[config.mk]
export PLATFORM = sky130hd
export DESIGN_NAME = fetch_stage_flat
export DESIGN_NICKNAME = d
export VERILOG_FILES = /design/src/rtl/fetch_stage_if.sv /design/src/rtl/fetch_stage.sv /design/src/flat_wrapper.sv
export SDC_FILE = /design/constraint.sdc
export NUM_CORES = 1
export LEC_CHECK = 0
export BUFFER_PORTS_ARGS = -buffer_cell sky130_fd_sc_hd__buf_2
export CORE_AREA = 2 2 105 107
export DETAILED_ROUTE_END_ITERATION = 8
export DIE_AREA = 0 0 107 109
export PLACE_DENSITY = 0.84
export SETUP_SLACK_MARGIN = 0.3
export SKIP_LAST_GASP = 1
export SLEW_MARGIN = 30
export SYNTH_ARGS = -nofsm -noshare
export SYNTH_HDL_FRONTEND = slang
export SYNTH_SLANG_ARGS = --single-unit
[constraint.sdc]
create_clock -name clk_i -period 5.3 [get_ports clk_i]
set_input_delay 0.795 -clock clk_i [delete_from_list [all_inputs] [get_ports clk_i]]
set_output_delay 0.795 -clock clk_i [all_outputs]
set_load 0.02 [all_outputs]
[src/rtl/fetch_stage_if.sv]
// Fetch-stage bus: ROM address/data, stall/redirect control and the F/D register outputs.
// The master modport is the fetch stage itself; the slave modport is its environment.
interface fetch_stage_if #(
  parameter int unsigned DATA_WIDTH = 32
);
  logic                  stall_d_i;
  logic                  redirect_e_i;
  logic [DATA_WIDTH-1:0] target_e_i;
  logic [DATA_WIDTH-1:0] addr_f_o;
  logic [DATA_WIDTH-1:0] instr_f_i;
  logic [DATA_WIDTH-1:0] instr_d_o;
  logic [DATA_WIDTH-1:0] pc_d_o;
  logic [DATA_WIDTH-1:0] pc_plus4_d_o;
  logic                  valid_d_o;
  logic                  fault_d_o;

  modport master (
    input  stall_d_i, redirect_e_i, target_e_i, instr_f_i,
    output addr_f_o, instr_d_o, pc_d_o, pc_plus4_d_o, valid_d_o, fault_d_o
  );

  modport slave (
    output stall_d_i, redirect_e_i, target_e_i, instr_f_i,
    input  addr_f_o, instr_d_o, pc_d_o, pc_plus4_d_o, valid_d_o, fault_d_o
  );
endinterface

[src/rtl/fetch_stage.sv]
// Instruction fetch: owns the PC, addresses the combinational ROM and fills the F/D register,
// handling stall, redirect and fetch faults (misaligned or outside the ROM window).
module fetch_stage #(
  parameter int unsigned          DATA_WIDTH       = 32,
  parameter logic [DATA_WIDTH-1:0] FIRST_INSTR_ADDR = 32'hBFC00000,
  parameter logic [DATA_WIDTH-1:0] LAST_INSTR_ADDR  = 32'hBFC00FFF,
  parameter logic [DATA_WIDTH-1:0] NOP_INSTR        = 32'h00000000
) (
  input  logic          clk_i,
  input  logic          rst_ni,
  fetch_stage_if.master bus
);

  // Last address at which a full word still lies inside the ROM.
  localparam logic [DATA_WIDTH-1:0] LastFetchAddr = LAST_INSTR_ADDR - DATA_WIDTH'(3);

  typedef enum logic [0:0] {StRun, StFault} state_e;

  state_e                state_q;
  logic [DATA_WIDTH-1:0] pc_q;
  logic [DATA_WIDTH-1:0] instr_q;
  logic [DATA_WIDTH-1:0] pc_d_q;
  logic [DATA_WIDTH-1:0] pc_plus4_d_q;
  logic                  valid_q;
  logic                  fault_q;

  logic [DATA_WIDTH-1:0] pc_plus4;
  logic                  fault_now;

  assign pc_plus4  = pc_q + DATA_WIDTH'(4);
  assign fault_now = (pc_q[1:0] != 2'b00) || (pc_q < FIRST_INSTR_ADDR) || (pc_q > LastFetchAddr);

  always_ff @(posedge clk_i or negedge rst_ni) begin
    if (!rst_ni) begin
      state_q      <= StRun;
      pc_q         <= FIRST_INSTR_ADDR;
      instr_q      <= NOP_INSTR;
      pc_d_q       <= '0;
      pc_plus4_d_q <= '0;
      valid_q      <= 1'b0;
      fault_q      <= 1'b0;
    end else begin
      unique case (state_q)
        StRun: begin
          if (bus.redirect_e_i) begin
            // Redirect overrides a stall: the wrong-path entry is squashed.
            pc_q    <= bus.target_e_i;
            instr_q <= NOP_INSTR;
            valid_q <= 1'b0;
            fault_q <= 1'b0;
          end else if (bus.stall_d_i) begin
            pc_q <= pc_q;
          end else if (fault_now) begin
            instr_q      <= NOP_INSTR;
            pc_d_q       <= pc_q;
            pc_plus4_d_q <= pc_plus4;
            valid_q      <= 1'b1;
            fault_q      <= 1'b1;
            state_q      <= StFault;
          end else begin
            instr_q      <= bus.instr_f_i;
            pc_d_q       <= pc_q;
            pc_plus4_d_q <= pc_plus4;
            valid_q      <= 1'b1;
            fault_q      <= 1'b0;
            pc_q         <= pc_plus4;
          end
        end
        StFault: begin
          if (bus.redirect_e_i) begin
            pc_q    <= bus.target_e_i;
            instr_q <= NOP_INSTR;
            valid_q <= 1'b0;
            fault_q <= 1'b0;
            state_q <= StRun;
          end else if (!bus.stall_d_i) begin
            // Fault entry accepted: present bubbles until redirected.
            instr_q <= NOP_INSTR;
            valid_q <= 1'b0;
            fault_q <= 1'b0;
          end
        end
        default: state_q <= StRun;
      endcase
    end
  end

  assign bus.addr_f_o     = pc_q;
  assign bus.instr_d_o    = instr_q;
  assign bus.pc_d_o       = pc_d_q;
  assign bus.pc_plus4_d_o = pc_plus4_d_q;
  assign bus.valid_d_o    = valid_q;
  assign bus.fault_d_o    = fault_q;

endmodule

[src/flat_wrapper.sv]
// flat-port wrapper written by rule: the top's interface ports become plain ports
module fetch_stage_flat 
#(
  parameter int unsigned          DATA_WIDTH       = 32,
  parameter logic [DATA_WIDTH-1:0] FIRST_INSTR_ADDR = 32'hBFC00000,
  parameter logic [DATA_WIDTH-1:0] LAST_INSTR_ADDR  = 32'hBFC00FFF,
  parameter logic [DATA_WIDTH-1:0] NOP_INSTR        = 32'h00000000
)
  (clk_i, rst_ni, bus_stall_d_i, bus_redirect_e_i, bus_target_e_i, bus_instr_f_i, bus_addr_f_o, bus_instr_d_o, bus_pc_d_o, bus_pc_plus4_d_o, bus_valid_d_o, bus_fault_d_o);
  fetch_stage_if #(.DATA_WIDTH(DATA_WIDTH)) bus_i ();
  input  logic clk_i;
  input  logic rst_ni;
  input wire logic [$bits(bus_i.stall_d_i)-1:0] bus_stall_d_i;
  input wire logic [$bits(bus_i.redirect_e_i)-1:0] bus_redirect_e_i;
  input wire logic [$bits(bus_i.target_e_i)-1:0] bus_target_e_i;
  input wire logic [$bits(bus_i.instr_f_i)-1:0] bus_instr_f_i;
  output wire logic [$bits(bus_i.addr_f_o)-1:0] bus_addr_f_o;
  output wire logic [$bits(bus_i.instr_d_o)-1:0] bus_instr_d_o;
  output wire logic [$bits(bus_i.pc_d_o)-1:0] bus_pc_d_o;
  output wire logic [$bits(bus_i.pc_plus4_d_o)-1:0] bus_pc_plus4_d_o;
  output wire logic [$bits(bus_i.valid_d_o)-1:0] bus_valid_d_o;
  output wire logic [$bits(bus_i.fault_d_o)-1:0] bus_fault_d_o;
  assign bus_i.stall_d_i = bus_stall_d_i;
  assign bus_i.redirect_e_i = bus_redirect_e_i;
  assign bus_i.target_e_i = bus_target_e_i;
  assign bus_i.instr_f_i = bus_instr_f_i;
  assign bus_addr_f_o = bus_i.addr_f_o;
  assign bus_instr_d_o = bus_i.instr_d_o;
  assign bus_pc_d_o = bus_i.pc_d_o;
  assign bus_pc_plus4_d_o = bus_i.pc_plus4_d_o;
  assign bus_valid_d_o = bus_i.valid_d_o;
  assign bus_fault_d_o = bus_i.fault_d_o;
  fetch_stage #(.DATA_WIDTH(DATA_WIDTH), .FIRST_INSTR_ADDR(FIRST_INSTR_ADDR), .LAST_INSTR_ADDR(LAST_INSTR_ADDR), .NOP_INSTR(NOP_INSTR)) u_core (.clk_i(clk_i), .rst_ni(rst_ni), .bus(bus_i));
endmodule
; ---- After elaboration in Yosys (flattened, before gate mapping)
; Index checks and enable logic that the tools add are counted.
[word_totals]
register_bits = 131
inputBits = 68
output_inout_bits = 130
wordCells = 47
[op_classes]
add_sub_neg = 1
magnitude_cmp = 2
eq_ne = 4
mux = 24
n_bitwise = 3
n_reduce_logical = 6
[ops]
columns = cell, n
row1 = 2-to-1 mux 32 bit, 9
row2 = case mux 32 bit (2 select lines), 2
row3 = "adder 32 x 3 -> 32 bit, second input constant", 1
row4 = "greater-than comparator 32 bit, second input constant", 1
row5 = "< comparator 32 bit, second input constant", 1
row6 = 2-to-1 mux 1 bit, 10
row7 = "inequality test 3 bit, second input constant", 3
row8 = case mux 1 bit (2 select lines), 3
row9 = AND reduction 3 bit, 2
row10 = inverter 1 bit, 3
row11 = logical OR 1 bit, 2
row12 = "inequality test 2 bit, second input constant", 1
row13 = AND reduction 2 bit, 1
row14 = nonzero test 2 bit, 1

; ---- Longest topological paths before layout
[depth]
ltp_word = 7
mapped_depth = 8

; ---- Least setup slack after synthesis
; Ideal clock, no wire load.
[synth_timing]
path_kind = reg2reg
startpoint = reg u_core.pc_q[13] (netlist: u_core.bus.addr_f_o[13])
endpoint = reg u_core.pc_q[6] (netlist: u_core.bus.addr_f_o[6])
arrival_ns = 2.359
required_time_ns = 5.174
slack_ns = 2.815
path_stages_with_launch = 8
synth_period_minus_slack_ns = 2.485
path_cell_list = dfrtp_1 buf_6 or4_4 or4_1 buf_2 and4bb_2 nor3b_1 a221o_1
[synth_between]
elab_chain_cells = 5
[synth_rtl]
columns = element, line_no
row1 = start: declaration, fetch_stage.sv:20  ; logic [DATA_WIDTH-1:0] pc_q;
row2 = start signal: assignment, fetch_stage.sv:47  ; pc_q <= bus.target_e_i;
row3 = start signal: assignment, fetch_stage.sv:52  ; pc_q <= pc_q;
row4 = start signal: assignment, fetch_stage.sv:66  ; pc_q <= pc_plus4;
row5 = < comparator 32 bit, fetch_stage.sv:31  ; assign fault_now = (pc_q[1:0] != 2'b00) || (pc_q < FIRST_INSTR_ADDR) || (pc_q > LastFetchAddr);
row6 = logical OR 1 bit, fetch_stage.sv:31
row7 = logical OR 1 bit (*), fetch_stage.sv:31
row8 = inequality test 3 bit (no source line) (*), --
row9 = AND reduction 3 bit (no source line) (*), --
; Mark *: on every way between the ends. The rest lies on a longest branch, timed or not.
; A chain may end at the register's enable or synchronous reset.

; ---- Worst setup path in the final report
[layout_timing]
startpoint = reg u_core.pc_q[31] (netlist: u_core.bus.addr_f_o[31])
endpoint = reg u_core.pc_q[2] (netlist: u_core.bus.addr_f_o[2])
; Same word-level chain as after synthesis.

==> impl_metrics.json <==
{
  "grt_usage": 0.260,
  "slew_violations": 0,
  "cts_resized": 0,
  "grt_pass1_wl_um": 23400,
  "fp.coreArea_um2": 10600,
  "first_pass_iters": 6,
  "slowest_stage": "o21bai_1",
  "layout.nets": 788,
  "outcome": "complete, no violations",
  "place_congestion": 0.872,
  "dieArea_um2": 11700,
  "synth.area.top_cells": "dfrtp_1 (54%), nand2_1 (10%), a22o_1 (5.2%)",
  "cts_root_buf": "clkbuf_8",
  "finalWirelength_um": 14700,
  "yosysTopAreaCellShare": 0.538,
  "io_pins": 198,
  "cts_setup_buffers": 0,
  "synth-main-ff-cell": "dfrtp_1",
  "synth_xor_area_frac": 0.0486,
  "ys_seq_area_frac": 0.580,
  "timing.final.ws_setup_ps": 2340,
  "worst_ep_required_time_ps": 5740,
  "initial_core_util": 0.527,
  "overflow": 0,
  "avgRoutedWirePerCell_um": 16.8,
  "numClockSinks": 129,
  "grt_max_degree": 130,
  "hold_viol": 0,
  "place_hpwl_um": 10000,
  "fin_setup_tns_ps": 0,
  "detail-route-antenna-nets": 0,
  "via_per_inst": 5.48,
  "synth_top_family_by_area": "simple AND/OR/NAND/NOR gates",
  "arrival_ps": 3400,
  "hold_buffers": 0,
  "grt_antenna_before_repair": 1,
  "max_slew_margin": 0.419,
  "hold_class": "in2async",
  "drt-initial-drc-count": 408,
  "io_buffers": 197,
  "clock_latency_ps": 520,
  "setup_violations": 0,
  "multi_input_area_um2": 2140,
  "drc_errors": 0,
  "cts-buffers-inserted": 17,
  "drive_above_1_share": 0.362,
  "yosys_warnings": 0,
  "synth_top_cell_by_area": "dfrtp_1",
  "ctsLongestPathBuffers": 2,
  "synth_mux_area_frac": 0.0401,
  "fillers": 829,
  "rrSetupSlack_ps": 2340,
  "cts_tree": "built",
  "htree_levels": 4,
  "path_max_fanout": 12,
  "max_stage_delay_ps": 760,
  "synthesis.area_um2": 5580,
  "power.leakage_nw": 3.63,
  "tightest_slew_ps": 870,
  "cp-start-kind": "flip-flop",
  "post-place-ws_ps": 1510,
  "period_minus_slack_ps": 2960,
  "rsz0062_at_grt": "false",
  "synthSimpleGateAreaFrac": 0.178,
  "synthCells": 541,
  "die_x_um": 107,
  "syn_nets": 610,
  "path_cells": "or4b_2 > or4_1 > o21bai_1 > a21oi_1 > nor3_1",
  "synth_cell_type_count": 44,
  "avgSynthCellArea_um2": 10.3,
  "drv_cap": 0,
  "fin_crit_sh": 0.558,
  "antenna_cells": 0,
  "fp-row-count": 38,
  "p_per_area_nw_per_um2": 390,
  "mostFrequentLayoutCells": "buf_2 (196), nand2_1 (149), dfrtp_1 (120), o21ai_0 (38), a22o_1 (33)",
  "synthArstFlopShare": 1.00,
  "end_kind": "flip-flop",
  "synth_edf_count": 0,
  "seqCellArea_um2": 3240,
  "ys_ff_latch": 129,
  "die_h_um": 109,
  "ir_drop_mv": 0.273,
  "max_freq_ghz": 0.338,
  "synth_compound_area_frac": 0.110,
  "synth-adder-area-share": 0.00224,
  "grt_pass1_vias": 4662,
  "num_vias": 4777,
  "final_common_cell": "buf_2",
  "path_clk_slew_ps": 60,
  "critPathKind": "reg2reg",
  "area_delta_synth_final_pct": 27.9,
  "finClkSkew_ps": 7.79
}
==> worst paths after layout <==
path                                                             start                                endpoint  cells past startpoint
worst max register to register     u_core.bus.addr_f_o[31]$_DFFE_PN1P_      u_core.bus.addr_f_o[2]$_DFFE_PN0P_                      5
min in group clk_i              u_core.bus.pc_plus4_d_o[3]$_DFFE_PN0P_  u_core.bus.pc_plus4_d_o[3]$_DFFE_PN0P_                      2
worst min register to register  u_core.bus.pc_plus4_d_o[3]$_DFFE_PN0P_  u_core.bus.pc_plus4_d_o[3]$_DFFE_PN0P_                      2
worst min-delay path                                            rst_ni       u_core.bus.pc_d_o[12]$_DFFE_PN0P_                      1
max in group asynchronous                                       rst_ni     u_core.bus.addr_f_o[29]$_DFFE_PN1P_                      2
worst max-delay path               u_core.bus.addr_f_o[31]$_DFFE_PN1P_      u_core.bus.addr_f_o[2]$_DFFE_PN0P_                      5
==> cells in the mapped netlist, types with 5 or more instances <==
cell type / instances
a21oi_1: 16
a22o_1: 33
clkbuf_1: 27
dfrtp_1: 120
dfstp_2: 9
mux2_2: 19
nand2_1: 149
nand3_1: 10
nand4_1: 5
nor2_1: 13
nor3_1: 14
nor4_1: 8
o21ai_0: 38
xnor2_1: 23
xor2_1: 8
==> sequential cells by signal (all words and copies together), names as in the netlist <==
name,flops
u_core.bus.pc_d_o,30
u_core.bus.addr_f_o,32
u_core.bus.pc_plus4_d_o,32
u_core.state_q,1
u_core.bus.fault_d_o,1
u_core.bus.instr_d_o,32
u_core.bus.valid_d_o,1
==> critical path: cells and delay by family, from the launching register on <==
kind,cells,cell delay (ps)
compound gates,2,890
flops,1,600
simple gates,3,1390
==> through the flow <==
step            util  std cells  power, mW  cell area (um^2)  hold slack (ps)
2_1_floorplan      -        541       1.53              5580              472
3_3_place_gp   0.619        839       1.74              6560              456
3_5_place_dp   0.620        839       1.76              6570              458
4_1_cts        0.669        871       2.80              7100              421
5_1_grt        0.673        872       2.92              7140              151
6_report       0.673        872       2.79              7140              145
==> area by class of cell <==
| type | instances | share of cell area |
|---|---|---|
| clock inverters | 7 | 0.00876 |
| repair buffers | 200 | 0.145 |
| well taps | 140 | 0.0245 |
| multi-input cells | 367 | 0.300 |
| inverters | 4 | 0.00210 |
| flip-flops and latches | 129 | 0.454 |
| clock buffers | 25 | 0.0650 |
==> layer usage <==
metal,track usage,wire length [um],up-vias
met5,0,0,-
met4,0.0993,274,0
met3,0.0998,1300,25
met2,0.405,6960,203
met1,0.332,6120,2339
li1,-,-,2210
==> cell families (layout without fill, tap and decap cells) <==
| group | after synthesis | count (layout) |
|---|---|---|
| xor gates and xnor gates | 31 | 31 |
| DFF | 129 | 129 |
| muxes | 20 | 20 |
| and+or+nand+nor | 221 | 221 |
| adders and majority gates | 1 | 1 |
| AOI/OAI and AO/OA | 94 | 94 |
| buffers and inverters | 45 | 236 |
==> power breakdown <==
part | internal, mW | switching, mW | leakage, nW
clock | 0.642 | 0.402 | 0.260
sequential | 1.11 | 0.109 | 1.61
combinational | 0.185 | 0.341 | 1.76
total | 1.94 | 0.851 | 3.63
No activity file was read; power rests on OpenSTA's default activity.
